--- config.mk ---
export PLATFORM = sky130hd
export DESIGN_NAME = piso_serializer
export DESIGN_NICKNAME = d
export VERILOG_FILES = /design/src/rtl/piso_serializer.sv
export SDC_FILE = /design/constraint.sdc
export NUM_CORES = 1
export LEC_CHECK = 0
export CORE_AREA = 2 2 43 45
export CTS_CLUSTER_SIZE = 8
export DETAILED_ROUTE_END_ITERATION = 12
export DIE_AREA = 0 0 45 47
export PLACE_DENSITY = 0.82
export SYNTH_ARGS = -nofsm -noshare
export SYNTH_HDL_FRONTEND = slang
export SYNTH_SLANG_ARGS = --single-unit
export TNS_END_PERCENT = 20
--- constraint.sdc ---
create_clock -name clk -period 2.8 [get_ports clk]
set_input_delay 0.28 -clock clk [delete_from_list [all_inputs] [get_ports clk]]
set_output_delay 0.28 -clock clk [all_outputs]
set_load 0.01 [all_outputs]
--- src/rtl/piso_serializer.sv ---
// Parallel-in serial-out launcher: takes a word over valid/ready and shifts it out
// one bit per clock with framing strobes; back-to-back words leave no idle gap.
module piso_serializer #(
  parameter int unsigned WIDTH     = 8,
  parameter bit          MSB_FIRST = 1'b1
) (
  input  logic             clk,
  input  logic             rst,
  input  logic [WIDTH-1:0] in_data,
  input  logic             in_valid,
  output logic             in_ready,
  output logic             ser_out,
  output logic             ser_out_n,
  output logic             ser_valid,
  output logic             frame_start,
  output logic             done,
  output logic             busy
);

  localparam int unsigned CNT_W   = $clog2(WIDTH);
  localparam int unsigned OUT_IDX = MSB_FIRST ? WIDTH - 1 : 0;
  localparam logic [CNT_W-1:0] LAST_CNT = CNT_W'(WIDTH - 1);

  typedef enum logic {
    S_IDLE  = 1'b0,
    S_SHIFT = 1'b1
  } state_t;

  state_t           state_q, state_d;
  logic [WIDTH-1:0] shreg_q, shreg_d;
  logic [CNT_W-1:0] cnt_q, cnt_d;
  logic             ready_q, ready_d;
  logic             ser_q, ser_d;
  logic             ser_n_q, ser_n_d;
  logic             valid_q, valid_d;
  logic             frame_q, frame_d;
  logic             done_q, done_d;
  logic             busy_q, busy_d;
  logic             accept;

  assign accept = in_valid && ready_q;

  // State, datapath and registered strobes; reset aborts any word in flight.
  always_ff @(posedge clk or negedge rst) begin
    if (!rst) begin
      state_q <= S_IDLE;
      shreg_q <= '0;
      cnt_q   <= '0;
      ready_q <= 1'b0;
      ser_q   <= 1'b0;
      ser_n_q <= 1'b1;
      valid_q <= 1'b0;
      frame_q <= 1'b0;
      done_q  <= 1'b0;
      busy_q  <= 1'b0;
    end else begin
      state_q <= state_d;
      shreg_q <= shreg_d;
      cnt_q   <= cnt_d;
      ready_q <= ready_d;
      ser_q   <= ser_d;
      ser_n_q <= ser_n_d;
      valid_q <= valid_d;
      frame_q <= frame_d;
      done_q  <= done_d;
      busy_q  <= busy_d;
    end
  end

  // Next state; outputs are decoded from the next state so they land registered.
  always_comb begin
    state_d = state_q;
    shreg_d = shreg_q;
    cnt_d   = cnt_q;

    unique case (state_q)
      S_IDLE: begin
        if (accept) begin
          state_d = S_SHIFT;
          shreg_d = in_data;
          cnt_d   = '0;
        end
      end
      S_SHIFT: begin
        if (cnt_q == LAST_CNT) begin
          cnt_d = '0;
          if (accept) begin
            shreg_d = in_data;
          end else begin
            state_d = S_IDLE;
            shreg_d = '0;
          end
        end else begin
          cnt_d = cnt_q + CNT_W'(1);
          if (MSB_FIRST) begin
            shreg_d = {shreg_q[WIDTH-2:0], 1'b0};
          end else begin
            shreg_d = {1'b0, shreg_q[WIDTH-1:1]};
          end
        end
      end
      default: begin
        state_d = S_IDLE;
      end
    endcase

    valid_d = (state_d == S_SHIFT);
    busy_d  = valid_d;
    ser_d   = valid_d && shreg_d[OUT_IDX];
    ser_n_d = !ser_d;
    frame_d = valid_d && (cnt_d == '0);
    done_d  = valid_d && (cnt_d == LAST_CNT);
    ready_d = !valid_d || (cnt_d == LAST_CNT);
  end

  assign in_ready    = ready_q;
  assign ser_out     = ser_q;
  assign ser_out_n   = ser_n_q;
  assign ser_valid   = valid_q;
  assign frame_start = frame_q;
  assign done        = done_q;
  assign busy        = busy_q;

endmodule

==> results.py <==
metrics = {
    "outcome": {
        "status": "finished clean",
    },
    "die": {
        "fp-row-count": 15,
        "fp.dieH_um": 47,
        "core_area_sq_um": 1650,
        "start_util_pct": 46.4,
        "die_area_sq_um": 2120,
        "io_pins": 18,
        "die-width_um": 45,
    },
    "cells_and_area": {
        "fin_nets": 99,
        "design_area_sq_um": 955,
        "drive_gt1_share_pct": 9.41,
        "area_growth_pct": 24.5,
        "layout.cells.non_filler": 102,
        "multiInputGateArea_sq_um": 325,
        "final.fill_count": 155,
        "num_antenna_cells": 0,
        "regArea_sq_um": 402,
    },
    "power": {
        "intPower_uw": 590,
        "power.leakage_uw": 0.000416,
        "pwr-share-clk_pct": 16.5,
        "switching_power_uw": 342,
        "pwr-share-seq_pct": 42.2,
        "irDropWorstVdd_uv": 506,
        "pwr-share-comb_pct": 41.3,
        "cellPowerDensity_nw_per_um2": 977,
        "power.share.switching_pct": 36.7,
        "p_total_uw": 932,
    },
    "global_routing": {
        "grt_util_all_layers_pct": 15.8,
        "antenna_found_initial": 0,
        "grt_start_max_net_pins": 20,
        "grt_overflow": 0,
        "grt_pass1_vias": 535,
        "grt_pass1_wl_um": 2350,
    },
    "clock_tree": {
        "postCtsHoldBufs": 0,
        "cts_setup_buffers": 0,
        "cts.sinks": 16,
        "insertion_delay_ns": 0.29,
        "root_buffer": "clkbuf_4",
        "clk_pin_slew_ns": 0.09,
        "numCtsBuffers": 3,
        "clock_path_buffers": 2,
        "htreeDepth": 1,
        "cts_tree": "yes",
        "post_cts_resized": 0,
    },
    "setup_path": {
        "cp-start-kind": "register",
        "path_class": "register to output pin",
        "path_cells": "clkdlybuf4s50_1",
        "slowest_stage": "dfrtp_1",
        "end_kind": "output pin",
        "crit_path_max_fanout": 19,
        "cp_data_arrival_time_ns": 1.62,
        "crit_buf_inv": 1,
        "worstPathRequired_ns": 2.52,
        "cpPeakStageDelay_ns": 0.69,
        "cpLargestDelayFamily": "flip-flops",
    },
    "synthesis": {
        "synth_edf_count": 0,
        "synth-seq-cells": 16,
        "synth_cell_types": 24,
        "syn_inst": 70,
        "async_flop_share_pct": 100,
        "synth_area_leaders": "dfrtp_1 (49%), mux2i_1 (9.1%), a32oi_1 (6.9%), o21ai_0 (5.2%), dfstp_2 (3.4%)",
        "synth_ff_type": "dfrtp_1",
        "synth_common_cells": "dfrtp_1 (15), o21ai_0 (8), mux2i_1 (7), nand2_1 (7), a32oi_1 (6)",
        "synth-warning-count": 0,
        "synth.top_cell.area_share_pct": 48.9,
        "ys_seq_area_share_pct": 52.4,
        "yosysMostFrequentCell": "dfrtp_1",
        "syn_area_sq_um": 767,
        "synth_fp_nets": 83,
        "synth_area_leader_cell": "dfrtp_1",
        "syn_avg_cell_area_sq_um": 11.0,
    },
    "placement": {
        "dp_hpwl_um": 1050,
        "place_area_sq_um": 918,
        "dpl.cell_count": 98,
        "gp_congestion": 0.681,
        "portBuffers": 17,
        "dp_slack_ns": 1.04,
    },
    "drt": {
        "wl_per_cell_um": 14.7,
        "wl_met1_um": 716,
        "met3_length_um": 52,
        "vias": 600,
        "wl_met2_um": 699,
        "initialDrtViolationCount": 7,
        "ant_nets": 0,
        "drt-total-wl_um": 1500,
        "dr.pass1.iters": 4,
        "route.detailed.drc": 0,
        "vias_per_cell": 5.88,
        "top_layer": "met4",
    },
    "timing": {
        "fmax_mhz": 525,
        "final.min_clock_period_ns": 1.90,
        "finalSetupTns_ns": 0,
        "rsz0062_at_grt": "false",
        "drv_slew": 0,
        "worst_pin_slew_ns": 0.710,
        "setup_ws_ns": 0.896,
        "setup_violations": 0,
        "skew_ns": 0.00247,
        "slew_headroom_pct": 52.5,
        "post-route-period-util_pct": 68.0,
        "hold_violations": 0,
    },
    "flow_run": {
        "maxCapViolCount": 0,
    },
    "min_path": {
        "hp-class": "primary input to async pin",
    },
}
sequential cells by signal, indices dropped and copies added (netlist names):
signal,flops
ser_out,1
done,1
busy,1
ser_out_n,1
in_ready,1
shreg_q,7
frame_start,1
cnt_q,3
power groups by stage:
stage | Combinational [uW] | Sequential (uW) | Clock (uW)
floorplan | 275 | 380 | 0
global placement | 367 | 392 | 0
detailed placement | 384 | 400 | 0
CTS | 387 | 395 | 157
global route | 432 | 405 | 166
finish | 385 | 393 | 154
routing by layer:
metal  global-route usage, %  vias up
met1                    19.9      292
met4                    10.6        0
met2                    25.4       16
met3                    2.31        4
li1                        -      288
met5                       0        -
metrics by stage:
stage | hold WS [ns] | util [%]
finish | 0.411 | 57.8
global route | 0.475 | 57.8
CTS | 0.440 | 57.8
detailed placement | 0.494 | 55.6
global placement | 0.480 | 55.6
floorplan | -0.0156 | -
logic make-up (layout without fill, tap and decap cells):
| group | count (synthesis) | after routing | synth area share, % |
|---|---|---|---|
| simple gates | 18 | 18 | 11.9 |
| buf+inv | 6 | 21 | 5.22 |
| compound gates | 21 | 21 | 18.1 |
| mux | 7 | 7 | 9.14 |
| flops | 16 | 16 | 52.4 |
| fa+ha+maj | 2 | 2 | 3.26 |
path summary, 6_finish.rpt:
kind | startpoint | end | slack (ns) | cells after the start
min | rst | frame_start | 0.41 | 1
min reg2reg | shreg_q[2] | shreg_q[3] | 0.51 | 2
min in group clk | shreg_q[2] | shreg_q[3] | 0.51 | 2
max reg2reg | cnt_q[0] | ser_out_n | 1.02 | 5
max in group asynchronous | rst | cnt_q[0] | 1.94 | 1
max | busy | ser_valid | 0.90 | 1
layout make-up:
class / instances / area share, %
Sequential cell: 16 / 42.1
Multi-Input combinational cell: 48 / 34.1
Timing Repair Buffer: 17 / 17.8
Clock buffer: 4 / 3.80
Tap cell: 17 / 2.23
cells in the final DEF (no fill, tap or decap), types with 2 or more instances in the layout:
cell type	n
a32oi_1	6
ha_1	2
clkbuf_4	3
mux2i_1	7
nand2_1	7
o21ai_1	3
clkdlybuf4s50_1	17
o21ai_0	8
nand3_1	3
dfrtp_1	15
nand3b_1	2
Power figures use the tool's default switching activity.
